### src/rtl/fifo_rd_pkg.sv
// Shared types and constants for the fifo_rd_stream drain stage.
package fifo_rd_pkg;

  typedef enum logic [1:0] {
    IDLE  = 2'd0,
    RUN   = 2'd1,
    FLUSH = 2'd2,
    DONE  = 2'd3
  } state_t;

  localparam int SKID_DEPTH = 2;
  localparam int OCC_W      = $clog2(SKID_DEPTH + 1);

endpackage

### src/rtl/fifo_rd_stream_if.sv
// FIFO read-side and output-stream signals of fifo_rd_stream.
// master = the drain stage, slave = FIFO plus downstream consumer.
interface fifo_rd_stream_if #(
  parameter int DATA_W = 8
) ();

  logic [DATA_W-1:0] fifo_d_out;
  logic              fifo_empty;
  logic              fifo_r_en;
  logic [DATA_W-1:0] out_data;
  logic              out_valid;
  logic              out_ready;
  logic              out_last;

  modport master (
    input  fifo_d_out, fifo_empty, out_ready,
    output fifo_r_en, out_data, out_valid, out_last
  );

  modport slave (
    output fifo_d_out, fifo_empty, out_ready,
    input  fifo_r_en, out_data, out_valid, out_last
  );

endinterface

### src/rtl/fifo_rd_stream_skid_buf.sv
// rd_skid_buf: 2-entry FIFO-ordered register buffer. An incoming word is
// visible at the head in its arrival cycle when the buffer is empty.
module rd_skid_buf
  import fifo_rd_pkg::*;
#(
  parameter int DATA_W = 8
) (
  input  logic              clk,
  input  logic              reset_n,
  input  logic              push,
  input  logic [DATA_W-1:0] push_data,
  input  logic              pop,
  output logic [DATA_W-1:0] head_data,
  output logic              head_valid,
  output logic [OCC_W-1:0]  count
);

  logic [SKID_DEPTH-1:0][DATA_W-1:0] r_mem;
  logic [SKID_DEPTH-1:0][DATA_W-1:0] w_mem_nx;
  logic [OCC_W-1:0]                  r_count;
  logic [OCC_W-1:0]                  w_cnt_nx;

  assign head_valid = (r_count != '0) | push;
  assign head_data  = (r_count != '0) ? r_mem[0] : (push ? push_data : '0);
  assign count      = r_count;

  // Pop shifts entry 1 forward first; a push then lands behind what remains.
  // A push into an empty buffer that is popped at once passes straight through.
  always_comb begin
    w_mem_nx = r_mem;
    w_cnt_nx = r_count;
    if (pop && (r_count != '0)) begin
      w_mem_nx[0] = r_mem[1];
      w_mem_nx[1] = '0;
      w_cnt_nx    = r_count - OCC_W'(1);
    end
    if (push && !(pop && (r_count == '0))) begin
      w_mem_nx[w_cnt_nx[0]] = push_data;
      w_cnt_nx              = w_cnt_nx + OCC_W'(1);
    end
  end

  always_ff @(posedge clk or negedge reset_n) begin
    if (!reset_n) begin
      r_mem   <= '0;
      r_count <= '0;
    end else begin
      r_mem   <= w_mem_nx;
      r_count <= w_cnt_nx;
    end
  end

  a_no_overflow: assert property (@(posedge clk) disable iff (!reset_n)
    !(push && !pop && (r_count == OCC_W'(SKID_DEPTH))));

endmodule

### src/rtl/fifo_rd_stream.sv
// fifo_rd_stream: drains len words from a 1-cycle-latency FIFO onto a
// valid/ready stream with last marker. Optional: FIFO_RD_STALL_CNT_EN adds stall_cnt.
module fifo_rd_stream
  import fifo_rd_pkg::*;
#(
  parameter int DATA_W = 8,
  parameter int LEN_W  = 16
) (
  input  logic             clk,
  input  logic             reset_n,
  input  logic             start,
  input  logic [LEN_W-1:0] len,
  output logic             busy,
  output logic             done,
`ifdef FIFO_RD_STALL_CNT_EN
  output logic [31:0]      stall_cnt,
`endif
  fifo_rd_stream_if.master bus
);

  state_t            r_state;
  state_t            w_state_nx;
  logic [LEN_W-1:0]  r_len;
  logic [LEN_W-1:0]  r_issued;
  logic [LEN_W-1:0]  r_sent;
  logic              r_pend;
  logic              w_start_acc;
  logic              w_rd_en;
  logic              w_pop;
  logic [OCC_W-1:0]  w_skid_cnt;
  logic [OCC_W-1:0]  w_occ;
  logic [DATA_W-1:0] w_head_data;
  logic              w_head_valid;

  assign w_start_acc = (r_state == IDLE) & start;
  assign w_pop       = w_head_valid & bus.out_ready;
  // In-flight read counts as occupied so the buffer can always absorb it.
  assign w_occ       = w_skid_cnt + OCC_W'(r_pend);
  assign w_rd_en     = (r_state == RUN) & ~bus.fifo_empty & (r_issued < r_len) &
                       ((w_occ < OCC_W'(SKID_DEPTH)) | w_pop);

  assign bus.fifo_r_en = w_rd_en;
  assign bus.out_valid = w_head_valid;
  assign bus.out_data  = w_head_data;
  assign bus.out_last  = w_head_valid & (r_sent == (r_len - LEN_W'(1)));
  assign busy          = (r_state != IDLE);
  assign done          = (r_state == DONE);

  always_comb begin
    w_state_nx = r_state;
    case (r_state)
      IDLE:    if (start) w_state_nx = (len == '0) ? DONE : RUN;
      RUN:     if (r_issued == r_len) w_state_nx = FLUSH;
      FLUSH:   if (r_sent == r_len) w_state_nx = DONE;
      DONE:    w_state_nx = IDLE;
      default: w_state_nx = IDLE;
    endcase
  end

  always_ff @(posedge clk or negedge reset_n) begin
    if (!reset_n) r_state <= IDLE;
    else          r_state <= w_state_nx;
  end

  always_ff @(posedge clk or negedge reset_n) begin
    if (!reset_n) begin
      r_len    <= '0;
      r_issued <= '0;
      r_sent   <= '0;
      r_pend   <= 1'b0;
    end else begin
      r_pend <= w_rd_en;
      if (w_start_acc) begin
        r_len    <= len;
        r_issued <= '0;
        r_sent   <= '0;
      end else begin
        if (w_rd_en) r_issued <= r_issued + LEN_W'(1);
        if (w_pop)   r_sent   <= r_sent + LEN_W'(1);
      end
    end
  end

  rd_skid_buf #(
    .DATA_W (DATA_W)
  ) u_skid (
    .clk        (clk),
    .reset_n    (reset_n),
    .push       (r_pend),
    .push_data  (bus.fifo_d_out),
    .pop        (w_pop),
    .head_data  (w_head_data),
    .head_valid (w_head_valid),
    .count      (w_skid_cnt)
  );

`ifdef FIFO_RD_STALL_CNT_EN
  logic [31:0] r_stall_cnt;

  always_ff @(posedge clk or negedge reset_n) begin
    if (!reset_n) begin
      r_stall_cnt <= '0;
    end else if (w_start_acc) begin
      r_stall_cnt <= '0;
    end else if (w_head_valid && !bus.out_ready && (r_stall_cnt != 32'hFFFF_FFFF)) begin
      r_stall_cnt <= r_stall_cnt + 32'd1;
    end
  end

  assign stall_cnt = r_stall_cnt;
`endif

endmodule

### src/flat_wrapper.sv
// flat-port wrapper written by rule: the top's interface ports become plain ports
module fifo_rd_stream_flat import fifo_rd_pkg::*;
#(
  parameter int DATA_W = 8,
  parameter int LEN_W  = 16
)
  (clk, reset_n, start, len, busy, done, bus_fifo_d_out, bus_fifo_empty, bus_out_ready, bus_fifo_r_en, bus_out_data, bus_out_valid, bus_out_last);
  fifo_rd_stream_if #(.DATA_W(DATA_W)) bus_i ();
  input  logic clk;
  input  logic reset_n;
  input  logic start;
  input  logic [LEN_W-1:0] len;
  output logic busy;
  output logic done;
  input wire logic [$bits(bus_i.fifo_d_out)-1:0] bus_fifo_d_out;
  input wire logic [$bits(bus_i.fifo_empty)-1:0] bus_fifo_empty;
  input wire logic [$bits(bus_i.out_ready)-1:0] bus_out_ready;
  output wire logic [$bits(bus_i.fifo_r_en)-1:0] bus_fifo_r_en;
  output wire logic [$bits(bus_i.out_data)-1:0] bus_out_data;
  output wire logic [$bits(bus_i.out_valid)-1:0] bus_out_valid;
  output wire logic [$bits(bus_i.out_last)-1:0] bus_out_last;
  assign bus_i.fifo_d_out = bus_fifo_d_out;
  assign bus_i.fifo_empty = bus_fifo_empty;
  assign bus_i.out_ready = bus_out_ready;
  assign bus_fifo_r_en = bus_i.fifo_r_en;
  assign bus_out_data = bus_i.out_data;
  assign bus_out_valid = bus_i.out_valid;
  assign bus_out_last = bus_i.out_last;
  fifo_rd_stream #(.DATA_W(DATA_W), .LEN_W(LEN_W)) u_core (.clk(clk), .reset_n(reset_n), .start(start), .len(len), .busy(busy), .done(done), .bus(bus_i));
endmodule
### config.mk
export PLATFORM = sky130hd
export DESIGN_NAME = fifo_rd_stream_flat
export DESIGN_NICKNAME = d
export VERILOG_FILES = /design/src/rtl/fifo_rd_pkg.sv /design/src/rtl/fifo_rd_stream_if.sv /design/src/rtl/fifo_rd_stream_skid_buf.sv /design/src/rtl/fifo_rd_stream.sv /design/src/flat_wrapper.sv
export SDC_FILE = /design/constraint.sdc
export NUM_CORES = 1
export LEC_CHECK = 0
export CORE_MARGIN = 10
export CORE_UTILIZATION = 28
export CTS_CLUSTER_DIAMETER = 30
export CTS_CLUSTER_SIZE = 28
export DETAILED_ROUTE_END_ITERATION = 6
export MAX_ROUTING_LAYER = met4
export SETUP_SLACK_MARGIN = 0.05
export SLEW_MARGIN = 25
export SYNTH_ARGS = -nofsm -noshare
export SYNTH_HDL_FRONTEND = slang
export SYNTH_HIERARCHICAL = 1
export SYNTH_SLANG_ARGS = --single-unit
### constraint.sdc
create_clock -name clk -period 4 [get_ports clk]
set_input_delay 0.8 -clock clk [delete_from_list [all_inputs] [get_ports clk]]
set_output_delay 0.8 -clock clk [all_outputs]
set_load 0.01 [all_outputs]
# --- Yosys cells after proc, flatten, opt, wreduce, memory -nomap -nowiden ---
# Cells that the tools add are included.
op_classes:
  n_addsub: 6
  n_lt_le_gt_ge: 4
  eq_ne: 9
  muxes: 18
  n_bitwise: 9
  reduce_logical: 13
ops:
  columns: ["operator", "n"]
  rows:
  - ["$mux 16", 6]
  - ["$eq 16x16->1", 3]
  - ["$add 16x1->16 const B", 2]
  - ["$mux 8", 3]
  - ["$bwmux 16", 1]
  - ["$logic_not 16->1", 1]
  - ["$lt 16x16->1", 1]
  - ["$sub 16x1->16 const B", 1]
  - ["$mux 2", 6]
  - ["$demux 8 s1", 1]
  - ["$pmux 2 s4", 1]
  - ["$reduce_bool 2->1", 4]
  - ["$and 1x1->1", 6]
  - ["$eq 2x2->1 const B", 2]
  - ["$logic_and 1x1->1", 4]
  - ["$logic_not 2->1", 2]
  - ["$ne 2x2->1 const B", 2]
  - ["$reduce_and 3->1", 1]
  - ["$add 2x1->2", 1]
  - ["$add 2x1->2 const B", 1]
  - ["$eq 2x1->1 const B", 1]
  - ["$lt 1x2->1 const B", 1]
  - ["$lt 2x2->1 const B", 1]
  - ["$ne 2x1->1 const B", 1]
  - ["5 further kinds", 6]
word_totals:
  register_bits: 69
  in_bits: 29
  out_inout_bits: 13
  word_cells: 67

# --- Longest topological paths before layout ---
depth:
  depth_word: 11
  depth_mapped: 14
  depth_no_buf: 9

# --- By module ---
# The synthesis kept the hierarchy.
modules_own_cells:
  columns: ["module", "instances", "cells_each", "area_per_inst_um2", "seq_area_each_um2"]
  rows:
  - ["fifo_rd_stream", 1, 397, 3477.1, 1276.2]
  - ["rd_skid_buf", 1, 132, 1322.5, 450.4]

# --- Worst setup path before layout ---
# No wires, ideal clock.
synth_timing:
  path_type: "register to output"
  start: "reg u_core.r_pend"
  end: "out bus_fifo_r_en"
  arrival_time_ns: 2.476
  t_required_ns: 3.200
  setup_slack_ns: 0.724
  stages_incl_launch_ff: 11
  n_path_buf: 5
  path_cell_list: "dfrtp_1 -> clkbuf_1 -> buf_1 -> nand2b_1 -> and2_1 -> buf_2 -> o211ai_1 -> or4b_1 -> buf_2 -> buf_6 -> inv_1"
synth_between:
  elab_chain_len: 4
  elab_cells_between_ends: 6
  cone_classes: "1 x add/sub; 1 x order compare; 4 x bitwise"
synth_lines:
  columns: ["element", "line_no", "text"]
  rows:
  - ["start, declared", "fifo_rd_stream.sv:26", "logic r_pend;"]
  - ["start signal, assigned", "fifo_rd_stream.sv:72", "r_pend <= w_rd_en;"]
  - ["$or 1x1->1", "fifo_rd_stream_skid_buf.sv:23", "assign head_valid = (r_count != '0) | push;"]
  - ["via bus_out_valid", "flat_wrapper.sv:20", "output wire logic [$bits(bus_i.out_valid)-1:0] bus_out_valid;"]
  - ["$and 1x1->1", "fifo_rd_stream.sv:36", "assign w_pop = w_head_valid & bus.out_ready;"]
  - ["via u_core.w_pop", "fifo_rd_stream.sv:29", "logic w_pop;"]
  - ["$or 1x1->1", "fifo_rd_stream.sv:40", "((w_occ < OCC_W'(SKID_DEPTH)) | w_pop);"]
  - ["$and 1x1->1", "fifo_rd_stream.sv:39", "assign w_rd_en = (r_state == RUN) & ~bus.fifo_empty & (r_issued < r_len) &"]
  - ["end, declared", "flat_wrapper.sv:18", "output wire logic [$bits(bus_i.fifo_r_en)-1:0] bus_fifo_r_en;"]
# The timed path passes the listed nets, and every way through them passes these cells.

# --- Worst setup path in the final report ---
layout_timing:
  start: "reg u_core.r_len[13]"
  end: "out bus_fifo_r_en"
layout_between:
  elab_chain_len: 3
layout_lines:
  columns: ["element", "line_no", "text"]
  rows:
  - ["start, declared", "fifo_rd_stream.sv:23", "logic [LEN_W-1:0] r_len;"]
  - ["start signal, assigned", "fifo_rd_stream.sv:74", "r_len <= len;"]
  - ["$lt 16x16->1", "fifo_rd_stream.sv:39", null]
  - ["$and 1x1->1 (2 in a row)", "fifo_rd_stream.sv:39", null]
# Every way passes these cells.

==> results.sh <==
export IMPL_fin_crit_sh=0.935
export IMPL_clockBufferDepth=2
export IMPL_worst_setup_path_end_kind="output pin"
export IMPL_overflow=0
export IMPL_p_switching_w=0.000675
export IMPL_async_flop_share=1.00
export IMPL_cp_data_required_time_ns=3.20
export IMPL_antenna_left=0
export IMPL_worstSetupPathType="reg2out"
export IMPL_io_buffers=41
export IMPL_worstMarginPinSlew_ns=0.913
export IMPL_synthesis_instances=529
export IMPL_synth_area_leaders="dfrtp_1 (36%), ha_1 (6.5%), xnor2_1 (4.7%)"
export IMPL_synth_top_area_cell="dfrtp_1"
export IMPL_yosysSeqAreaShare=0.360
export IMPL_vias_per_cell=5.21
export IMPL_grt_pass1_vias=4182
export IMPL_grt_pass1_wl_um=20800
export IMPL_synth_simple_area_share=0.210
export IMPL_met2_usage=0.191
export IMPL_crit_path_start="u_core/r_len[13]"
export IMPL_ir_worst_vdd_uv=264
export IMPL_die_area_um2=22800
export IMPL_clkLatencyLatePin_ns=0.35
export IMPL_antenna_found_initial=0
export IMPL_dpl_hpwl_um=9290
export IMPL_fmax_mhz=267
export IMPL_syn_nets=583
export IMPL_synth_edf_count=0
export IMPL_place_area_um2=5400
export IMPL_drt_wl_total_um=12800
export IMPL_synthToLayoutAreaGrowth_pct=20.0
export IMPL_grt_busiest_layer="met2"
export IMPL_yosys_area_share_adder=0.0652
export IMPL_die_h_um=151
export IMPL_cts_max_level=3
export IMPL_cts_root_buf="clkbuf_16"
export IMPL_boundaryPins=42
export IMPL_hold_viol_final=0
export IMPL_ys_warn_count=6
export IMPL_drive_above_1_share=0.106
export IMPL_switching_share=0.310
export IMPL_grt_use_total=0.118
export IMPL_setup_viol=0
export IMPL_synth_compound_area_frac=0.163
export IMPL_synth_distinct_cells=64
export IMPL_tns_ns=0
export IMPL_wire_per_inst_um=16.2
export IMPL_power_density_nw_per_um2=379
export IMPL_holdCritStartpoint="u_core/u_skid/r_mem[14]"
export IMPL_synthMuxAreaShare=0.0597
export IMPL_drc_errors=0
export IMPL_p_clk_frac=0.410
export IMPL_core_area_um2=16700
export IMPL_die_width_um=151
export IMPL_initial_core_util=0.287
export IMPL_slew_violations=0
export IMPL_dp_cells=769
export IMPL_final_common_cell="dfrtp_1"
export IMPL_period_needed_ns=3.74
export IMPL_instances_no_fill=785
export IMPL_cts_sinks=69
export IMPL_ys_seq_elements=69
export IMPL_cp_start_kind="flop"
export IMPL_clock_skew_ns=0.0116
export IMPL_vias=4088
export IMPL_final_nets=614
export IMPL_synthXorXnorAreaFrac=0.0748
export IMPL_final_util=0.345
export IMPL_netlist_area_leader_share=0.360
export IMPL_use_met1=0.136
export IMPL_seqPwrFrac=0.366
export IMPL_hp_class="reg2reg"
export IMPL_gr_usage_met3=0.0221
export IMPL_syn_cell_area_um2=4800
export IMPL_numCtsBuffers=9
export IMPL_routabilityCongestion=0.825
export IMPL_syn_area_per_cell_um2=9.07
export IMPL_first_iter_violations=319
export IMPL_dr_pass1_iters=4
export IMPL_crit_arrival_ns=2.94
export IMPL_final_cell_area_um2=5760
export IMPL_clk_pin_slew_worst_paths_ns=0.06
export IMPL_cts_tree="done"
export IMPL_slew_headroom=0.391
export IMPL_ys_flop_type="dfrtp_1"
export IMPL_n_antenna_cell=0
export IMPL_whs_ns=0.551
export IMPL_status="complete, no violations"
export IMPL_cap_violations=0
export IMPL_rows=47
export IMPL_reg2reg_from="u_core/r_len[13]"
export IMPL_comb_power_share=0.224
export IMPL_internal_power_w=0.00150
export IMPL_rsz0062_at_grt="false"
export IMPL_synth_top_family_by_area="simple AND/OR/NAND/NOR gates"
export IMPL_cp_max_fo=5
export IMPL_grt_max_degree=52
export IMPL_layout_common_cells="dfrtp_1 (69), nand2_1 (44), clkdlybuf4s50_1 (39), inv_1 (36), o21ai_0 (35)"
export IMPL_p_leak_nw=2.38
-- cell families after synthesis --
kind of cell,after synthesis
AND/OR/NAND/NOR,184
AO/OA/AOI/OAI,117
buffers and inverters,72
flip-flops,69
XOR/XNOR,41
adder cells (fa/ha/maj),25
multiplexers,21
-- power by group through the flow --
stage / logic, W / clock network (W) / registers [W]
floorplan: 0.000371 / 0 / 0.000784
global placement: 0.000468 / 0 / 0.000809
detailed placement: 0.000487 / 0 / 0.000813
CTS: 0.000488 / 0.000912 / 0.000799
global route: 0.000537 / 0.000946 / 0.000807
finish: 0.000488 / 0.000893 / 0.000799
-- flip-flops by register name, summed over array words and instances, names as in the netlist --
signal / cells
u_core/u_skid/r_mem: 16
u_core/u_skid/count: 2
u_core/r_pend: 1
u_core/r_state: 2
u_core/r_sent: 16
u_core/r_len: 16
u_core/r_issued: 16
-- synth_stat cells, drive strengths merged (8+ instances only) --
cell type   n
a32oi       8
a21oi      23
ha         25
mux2       16
nor2b      10
or4         9
nand4      16
nor2       28
nor4        9
nand2      45
o31ai       9
xor2       15
dfrtp      69
clkbuf     19
o221ai      9
inv        38
buf        15
o21ai      37
nand3      27
a31oi       9
xnor2      26
-- routing by layer --
| metal | part of all wire | wire [um] |
|---|---|---|
| met4 | 0.028 | 361 |
| met3 | 0.032 | 411 |
| met2 | 0.50 | 6360 |
| met1 | 0.44 | 5610 |
| met5 | 0 | 0 |
-- critical path: stages, from the launching register on --
cell	delay [ns]
dfrtp_1	0.43
inv_1	0.13
ha_1	0.32
a21o_1	0.17
a21o_1	0.19
a22oi_1	0.21
or4b_1	0.49
inv_1	0.11
clkdlybuf4s50_1	0.54
-- final timing paths --
path | to | cells past startpoint | slack [ns]
setup / recovery | bus_fifo_r_en | 8 | 0.26
hold / removal | u_core/u_skid/r_mem[14] | 2 | 0.55
setup reg to reg | u_core/r_issued[7] | 9 | 1.09
hold reg to reg | u_core/u_skid/r_mem[14] | 2 | 0.55
max in group asynchronous | u_core/r_sent[13] | 2 | 2.61
min in group asynchronous | u_core/u_skid/count[1] | 1 | 0.59
-- final cells by class --
| type | instances | area [um2] |
|---|---|---|
| fill | 1718 | 10900 |
| multi-input combinational | 388 | 2790 |
| sequential | 69 | 1730 |
| timing repair buffer | 54 | 498 |
| tap | 220 | 275 |
| clock buffer | 13 | 260 |
| inverter | 38 | 143 |
| clock inverter | 3 | 67.6 |
-- repair_timing --
item | CTS | global route
setup endpoints to repair | 1 | 1
pin swaps | 0 | 1
setup buffers | 0 | 0
hold buffers | 0 | 0
resized for setup | 2 | 8
-- metrics by stage --
step | setup slack, ns | power [W]
after floorplan | 0.724 | 0.00116
after global placement | 0.141 | 0.00128
after detailed placement | 0.0899 | 0.00130
after CTS | 0.0714 | 0.00220
after global routing | 0.0920 | 0.00229
final | 0.261 | 0.00218
(Power assumes the default switching activity.)
